===== config.mk =====
export PLATFORM = sky130hd
export DESIGN_NAME = apb_requester
export DESIGN_NICKNAME = d
export VERILOG_FILES = /design/src/rtl/apb_requester.sv
export SDC_FILE = /design/constraint.sdc
export NUM_CORES = 1
export LEC_CHECK = 0
export ABC_AREA = 1
export BUFFER_PORTS_ARGS = -buffer_cell sky130_fd_sc_hd__buf_2
export CORE_AREA = 2 2 85 87
export DETAILED_ROUTE_END_ITERATION = 12
export DIE_AREA = 0 0 87 89
export GPL_ROUTABILITY_DRIVEN = 0
export PLACE_DENSITY = 0.81
export SYNTH_ARGS = -nofsm -noshare
export SYNTH_HDL_FRONTEND = slang
export SYNTH_SLANG_ARGS = --single-unit

===== constraint.sdc =====
create_clock -name pclk -period 1.85 [get_ports pclk]
set_input_delay 0.4625 -clock pclk [delete_from_list [all_inputs] [get_ports pclk]]
set_output_delay 0.4625 -clock pclk [all_outputs]
set_load 0.05 [all_outputs]

===== src/rtl/apb_requester.sv =====
// rtl/apb_requester.sv - APB requester: command port to APB SETUP/ACCESS transfers with wait timeout
module apb_requester #(
   parameter int ADDR_W  = 5,
   parameter int DATA_W  = 32,
   parameter int TIMEOUT = 16
) (
   input  logic              pclk,
   input  logic              prst_n,
   input  logic              cmd_valid,
   output logic              cmd_ready,
   input  logic              cmd_write,
   input  logic [ADDR_W-1:0] cmd_addr,
   input  logic [DATA_W-1:0] cmd_wdata,
   output logic              rsp_valid,
   output logic [DATA_W-1:0] rsp_rdata,
   output logic              rsp_timeout,
   output logic              pselx,
   output logic              penable,
   output logic              pwrite,
   output logic [ADDR_W-1:0] paddr,
   output logic [DATA_W-1:0] pwdata,
   input  logic              pready,
   input  logic [DATA_W-1:0] prdata
);

   // TIMEOUT=0 would give a zero-width counter; keep one bit that simply saturates.
   localparam int CW      = (TIMEOUT > 0) ? $clog2(TIMEOUT + 1) : 1;
   localparam int TO_LAST = (TIMEOUT > 0) ? TIMEOUT - 1 : 0;

   typedef enum logic [1:0] {IDLE, SETUP, ACCESS} state_t;

   state_t            state_q, state_d;
   logic [CW-1:0]     wait_q, wait_d;
   logic              pselx_q, pselx_d;
   logic              penable_q, penable_d;
   logic              pwrite_q, pwrite_d;
   logic [ADDR_W-1:0] paddr_q, paddr_d;
   logic [DATA_W-1:0] pwdata_q, pwdata_d;
   logic              rsp_valid_q, rsp_valid_d;
   logic              rsp_timeout_q, rsp_timeout_d;
   logic [DATA_W-1:0] rsp_rdata_q, rsp_rdata_d;

   always_comb begin
      state_d       = state_q;
      wait_d        = wait_q;
      pwrite_d      = pwrite_q;
      paddr_d       = paddr_q;
      pwdata_d      = pwdata_q;
      rsp_valid_d   = 1'b0;
      rsp_timeout_d = 1'b0;
      rsp_rdata_d   = rsp_rdata_q;
      cmd_ready     = 1'b0;

      case (state_q)
         IDLE: begin
            cmd_ready = 1'b1;
            if (cmd_valid) begin
               pwrite_d = cmd_write;
               paddr_d  = cmd_addr;
               pwdata_d = cmd_wdata;
               state_d  = SETUP;
            end
         end
         SETUP: begin
            state_d = ACCESS;
            wait_d  = '0;
         end
         ACCESS: begin
            if (pready) begin
               cmd_ready   = 1'b1;
               rsp_valid_d = 1'b1;
               rsp_rdata_d = pwrite_q ? '0 : prdata;
               // A waiting command chains straight into SETUP without an IDLE bubble.
               if (cmd_valid) begin
                  pwrite_d = cmd_write;
                  paddr_d  = cmd_addr;
                  pwdata_d = cmd_wdata;
                  state_d  = SETUP;
               end else begin
                  state_d = IDLE;
               end
            end else if ((TIMEOUT > 0) && (wait_q == CW'(TO_LAST))) begin
               state_d       = IDLE;
               rsp_valid_d   = 1'b1;
               rsp_timeout_d = 1'b1;
               rsp_rdata_d   = '0;
            end else if (wait_q != {CW{1'b1}}) begin
               wait_d = wait_q + CW'(1);
            end
         end
         default: state_d = IDLE;
      endcase

      pselx_d   = (state_d != IDLE);
      penable_d = (state_d == ACCESS);
   end

   always_ff @(posedge pclk) begin
      if (!prst_n) begin
         state_q       <= IDLE;
         wait_q        <= '0;
         pselx_q       <= 1'b0;
         penable_q     <= 1'b0;
         pwrite_q      <= 1'b0;
         paddr_q       <= '0;
         pwdata_q      <= '0;
         rsp_valid_q   <= 1'b0;
         rsp_timeout_q <= 1'b0;
         rsp_rdata_q   <= '0;
      end else begin
         state_q       <= state_d;
         wait_q        <= wait_d;
         pselx_q       <= pselx_d;
         penable_q     <= penable_d;
         pwrite_q      <= pwrite_d;
         paddr_q       <= paddr_d;
         pwdata_q      <= pwdata_d;
         rsp_valid_q   <= rsp_valid_d;
         rsp_timeout_q <= rsp_timeout_d;
         rsp_rdata_q   <= rsp_rdata_d;
      end
   end

   assign pselx       = pselx_q;
   assign penable     = penable_q;
   assign pwrite      = pwrite_q;
   assign paddr       = paddr_q;
   assign pwdata      = pwdata_q;
   assign rsp_valid   = rsp_valid_q;
   assign rsp_timeout = rsp_timeout_q;
   assign rsp_rdata   = rsp_rdata_q;

endmodule


# After elaboration in Yosys (flattened, before gate mapping)

Index checks and enable logic that the tools add are counted.

Register bits after elaboration: 81
Bits of input ports: 74
Output and inout bits: 75
Logic and storage cells: 57

Add/sub/neg operators: 1
Equality and inequality tests: 9
Multiplexer cells: 25
Bitwise gates (word level): 2
Reductions and logical operators: 10

Operators by type and width:

| operator                                                         | count |
|---|---|
| 32-bit two-way mux                                               | 5 |
| 32-bit case mux with 2 select lines                              | 1 |
| 5-bit two-way mux                                                | 5 |
| 5-bit case mux with 2 select lines                               | 2 |
| 2-bit != test (second input constant)                            | 4 |
| 2-bit nonzero test                                               | 4 |
| 1-bit two-way mux                                                | 6 |
| 2-bit two-way mux                                                | 3 |
| 2-bit case mux with 3 select lines                               | 1 |
| 2-bit AND reduction                                              | 3 |
| 5-bit by 1-bit adder with 5-bit output (second input constant)   | 1 |
| 5-bit by 4-bit == test with 1-bit output (second input constant) | 1 |
| 5-bit != test (second input constant)                            | 1 |
| 2-bit == test (second input constant)                            | 2 |
| 1-bit case mux with 2 select lines                               | 2 |
| 4-bit AND reduction                                              | 1 |
| 3-bit OR reduction                                               | 1 |
| 2-bit by 1-bit == test with 1-bit output (second input constant) | 1 |
| 2-bit logical NOT                                                | 1 |
| 1-bit inverter                                                   | 2 |

# Logic depth before layout (Yosys ltp)

Depth after elaboration: 5
Gate-level depth with buffers: 11
Mapped depth without buffers: 11

# Worst setup path after synthesis

No wires, ideal clock.

Kind: input to output
From: input pready
To: output cmd_ready
Arrival: 1299 ps
Required time: 1387 ps
Slack: 89 ps
Stages on the path: 2
Path buffers: 0
Path through: inv_1 > a21oi_1

Word-level cells in the longest chain between the ends: 2

Ends and longest elaborated chain:

| element                            | line | RTL |
|---|---|---|
| from (decl)                        | 22   | `input logic pready,` |
| 1-bit two-way mux                  | 69   | `if (pready) begin` |
| 1-bit case mux with 2 select lines | 54   | `case (state_q)` |
| to (decl)                          | 10   | `output logic cmd_ready,` |

Every way passes these cells.

# Worst setup path in the final report

From: register wait_q[0]
To: register rsp_rdata_q[2], in the netlist rsp_rdata[2]

Word-level cells in the longest chain between the ends: 3

Ends and longest elaborated chain:

| element                                  | line | RTL |
|---|---|---|
| from (decl)                              | 33   | `logic [CW-1:0] wait_q, wait_d;` |
| from (signal assigned)                   | 112  | `wait_q <= wait_d;` |
| 5-bit by 4-bit == test with 1-bit output | 82   | `end else if ((TIMEOUT > 0) && (wait_q == CW'(TO_LAST))) begin` |
| 2-bit nonzero test (no source line)      | -    |  |
| 2-bit AND reduction (no source line)     | -    |  |
| to (signal assigned)                     | 120  | `rsp_rdata_q <= rsp_rdata_d;` |
| to (decl)                                | 41   | `logic [DATA_W-1:0] rsp_rdata_q, rsp_rdata_d;` |

Every way passes these cells.
A chain may end at the register's enable or synchronous reset.

==> summary.txt <==
WS Path Type -> reg -> reg
CTS tree -> yes
Peak supply drop -> 699.8 uV
Initial antenna violation count -> 0
Total wire length -> 7282 um
Total CTS buffers -> 9
Area leader, netlist -> dfxtp_1
Status -> completed
GRT Max-Usage Layer -> met2
CP endpoint kind -> flip-flop
Crit path max-delay family -> adder cells
Slowest cell delay on critical path -> 0.35 ns
Crit-path slowest cell -> dfxtp_1
Root buffer cell -> clkbuf_8
Startpoint Class -> flip-flop
DRT iter0 DRCs -> 102
Adder-Cell Fraction of Synth Area -> 0.01249
Gr usage total -> 0.1864
Post-synth cell types -> 20
Max clock buf depth -> 2
Fin util -> 0.5994
Synth Area in XOR/XNOR -> 0
Antenna Cells -> 0
# setup viols final -> 0
Global-route wire length before repair -> 11,520 um
Simple-gate share of the synthesized area -> 0.2456
Fmax achieved -> 599.5 MHz
Met1 Track Usage GR -> 0.2113
Pre-antenna DRT Iters -> 4
# clock sinks -> 81
Post-Synthesis Cells -> 379
Rel. slew slack -> 0.7418
Fin area -> 0.004028 mm2
Final WS setup -> 0.1820 ns
Worst Tran Pin Value -> 0.3873 ns
Register area share after synthesis -> 0.5396
Gr ovfl total -> 0
Place WS -> 0.1143 ns
Die height -> 89 um
Largest net degree at the start of global routing -> 51
Top-area cell type share of the netlist area -> 0.5396
CP arrival -> 1.93 ns
Post-layout min period -> 1.668 ns
Final hold vios -> 0
Max cap viols -> 0
Synth Warn # -> 0
Worst EP required -> 2.11 ns
Clock slew at reported path FFs -> 0.08 ns
Top cells by area, synth -> dfxtp_1 54%, nand2_1 15%, a21oi_1 12%
Area growth syn-to-layout -> 34.01%
Core area -> 0.006719 mm2
Detail Route Antenna Nets -> 0
Largest family of logic cells by synthesized area -> simple AND/OR/NAND/NOR gates
Core Rows -> 30
Vias in the first global route -> 2,665
Worst-path maximum fanout -> 33
Layout cells sized above 1 -> 0.3410
Fin cells -> 605
Area after DPL -> 0.003785 mm2
DP Wirelength -> 5093 um
# placed instances -> 589
DIE AREA -> 0.007743 mm2
Number of port buffers -> 148
Clk_skew -> 0.01311 ns
Leak -> 1.901 nW
Pwr Density -> 976.4 mW/mm2
Synth Register Bits -> 81
GR Layer Usage met2 -> 0.3282
Max H-tree Level -> 3
Post-Syn Area per Cell -> 7.930 um2
Vias/cell -> 4.883
Hold Crit Class -> in -> reg
Post-Syn Nets -> 456
Via count -> 2,954
Total power -> 3.933 mW
Worst Path Buf+Inv -> 3
Drt drc -> 0
Initial core utilization -> 0.4473
Die W -> 87 um
CP cell instances -> ha_1 -> inv_1 -> nor3_2 -> ha_1 -> nor2_2 -> inv_1 -> nand2_2 -> buf_12 -> nand2_1 -> a21oi_1
GR Util met3 -> 0.05725
Post-synthesis mux area share -> 0
Final nets -> 597
I/O Pins -> 149
Final Slew Violations -> 0
Avg WL per Cell -> 12.04 um
Synth Area in Compound Gates -> 0.1307
Period utilization -> 0.9016
# hold bufs at CTS -> 0
Clk_lat worst skew -> 0.34 ns
Synthesized area -> 0.003005 mm2
per-layer routing:
layer / up-vias / part of all wire
met3: 8 / 0.091
li1: 1520 / -
met5: - / 0
met1: 1304 / 0.43
met2: 122 / 0.47
met4: 0 / 0.010
flip-flops by register name, indices dropped and copies added (netlist names):
signal	flops
pwdata	32
rsp_rdata	32
paddr	5
wait_q	5
state_q	2
penable	1
pselx	1
pwrite	1
rsp_timeout	1
rsp_valid	1
cell families (layout without fill, tap and decap cells):
| logic type | Yosys count | after routing |
|---|---|---|
| compound gates | 78 | 78 |
| fa+ha+maj | 3 | 3 |
| buf+inv | 41 | 187 |
| flops | 81 | 81 |
| simple gates | 176 | 176 |
worst paths after layout:
| check | startpoint | to | slack (ns) | cells past startpoint |
|---|---|---|---|---|
| worst min register to register | paddr[3] | paddr[3] | 0.46 | 2 |
| worst min-delay path | pready | rsp_timeout | 0.32 | 2 |
| worst max-delay path | wait_q[0] | rsp_rdata[2] | 0.18 | 10 |
| worst max register to register | wait_q[0] | rsp_rdata[2] | 0.18 | 10 |
power by group:
part           internal [mW]  switching, mW  total, mW
combinational          0.178          0.435      0.614
clock                  0.816          0.651       1.47
sequential              1.81         0.0382       1.85
cell type report:
cell class | count | area [um2]
Tap cell | 80 | 100.1
Clock buffer | 10 | 137.6
Sequential cell | 81 | 1622
Timing Repair Buffer | 156 | 838.3
Clock inverter | 6 | 97.59
Multi-Input combinational cell | 257 | 1176
Inverter | 15 | 56.30
Fill cell | 619 | 2691
synth_stat cells:
library cell    n
nand2_1       117
dfxtp_1        81
a21oi_1        73
nand3_1        45
inv_1          14
buf_2          10
nor2_1          9
clkbuf_1        7
buf_6           5
o21ai_0         4
buf_4           3
ha_1            3
a21boi_0        1
buf_1           1
inv_2           1
nand2_2         1
nand4_1         1
nor2_2          1
nor3_1          1
nor3_4          1
metrics by stage:
step | TNS (ns) | hold slack, ns
after floorplan | 0 | 0.4624
after global placement | 0 | 0.4454
after detailed placement | 0 | 0.4505
after CTS | 0 | 0.2947
after global routing | -0.03069 | 0.3184
final | 0 | 0.3210
cell usage in the layout, fill, tap and decap left out, drive strengths merged:
| cell | netlist | routed |
|---|---|---|
| buf | 19 | 156 |
| nand2 | 118 | 118 |
| dfxtp | 81 | 81 |
| a21oi | 73 | 73 |
| nand3 | 45 | 45 |
| inv | 15 | 17 |
| clkbuf | 7 | 10 |
| nor2 | 10 | 10 |
| o21ai | 4 | 4 |
| ha | 3 | 3 |
| bufinv | 0 | 2 |
| clkinv | 0 | 2 |
| nor3 | 2 | 2 |
| a21boi | 1 | 1 |
| nand4 | 1 | 1 |
timing repair:
action | 4_1_cts | 5_1_grt
setup endpoints to repair | 0 | 38
endpoints found under the hold margin | 0 | 0
buffers inserted | 0 | 0
resized for setup | 0 | 3
Power figures use the tool's default switching activity.
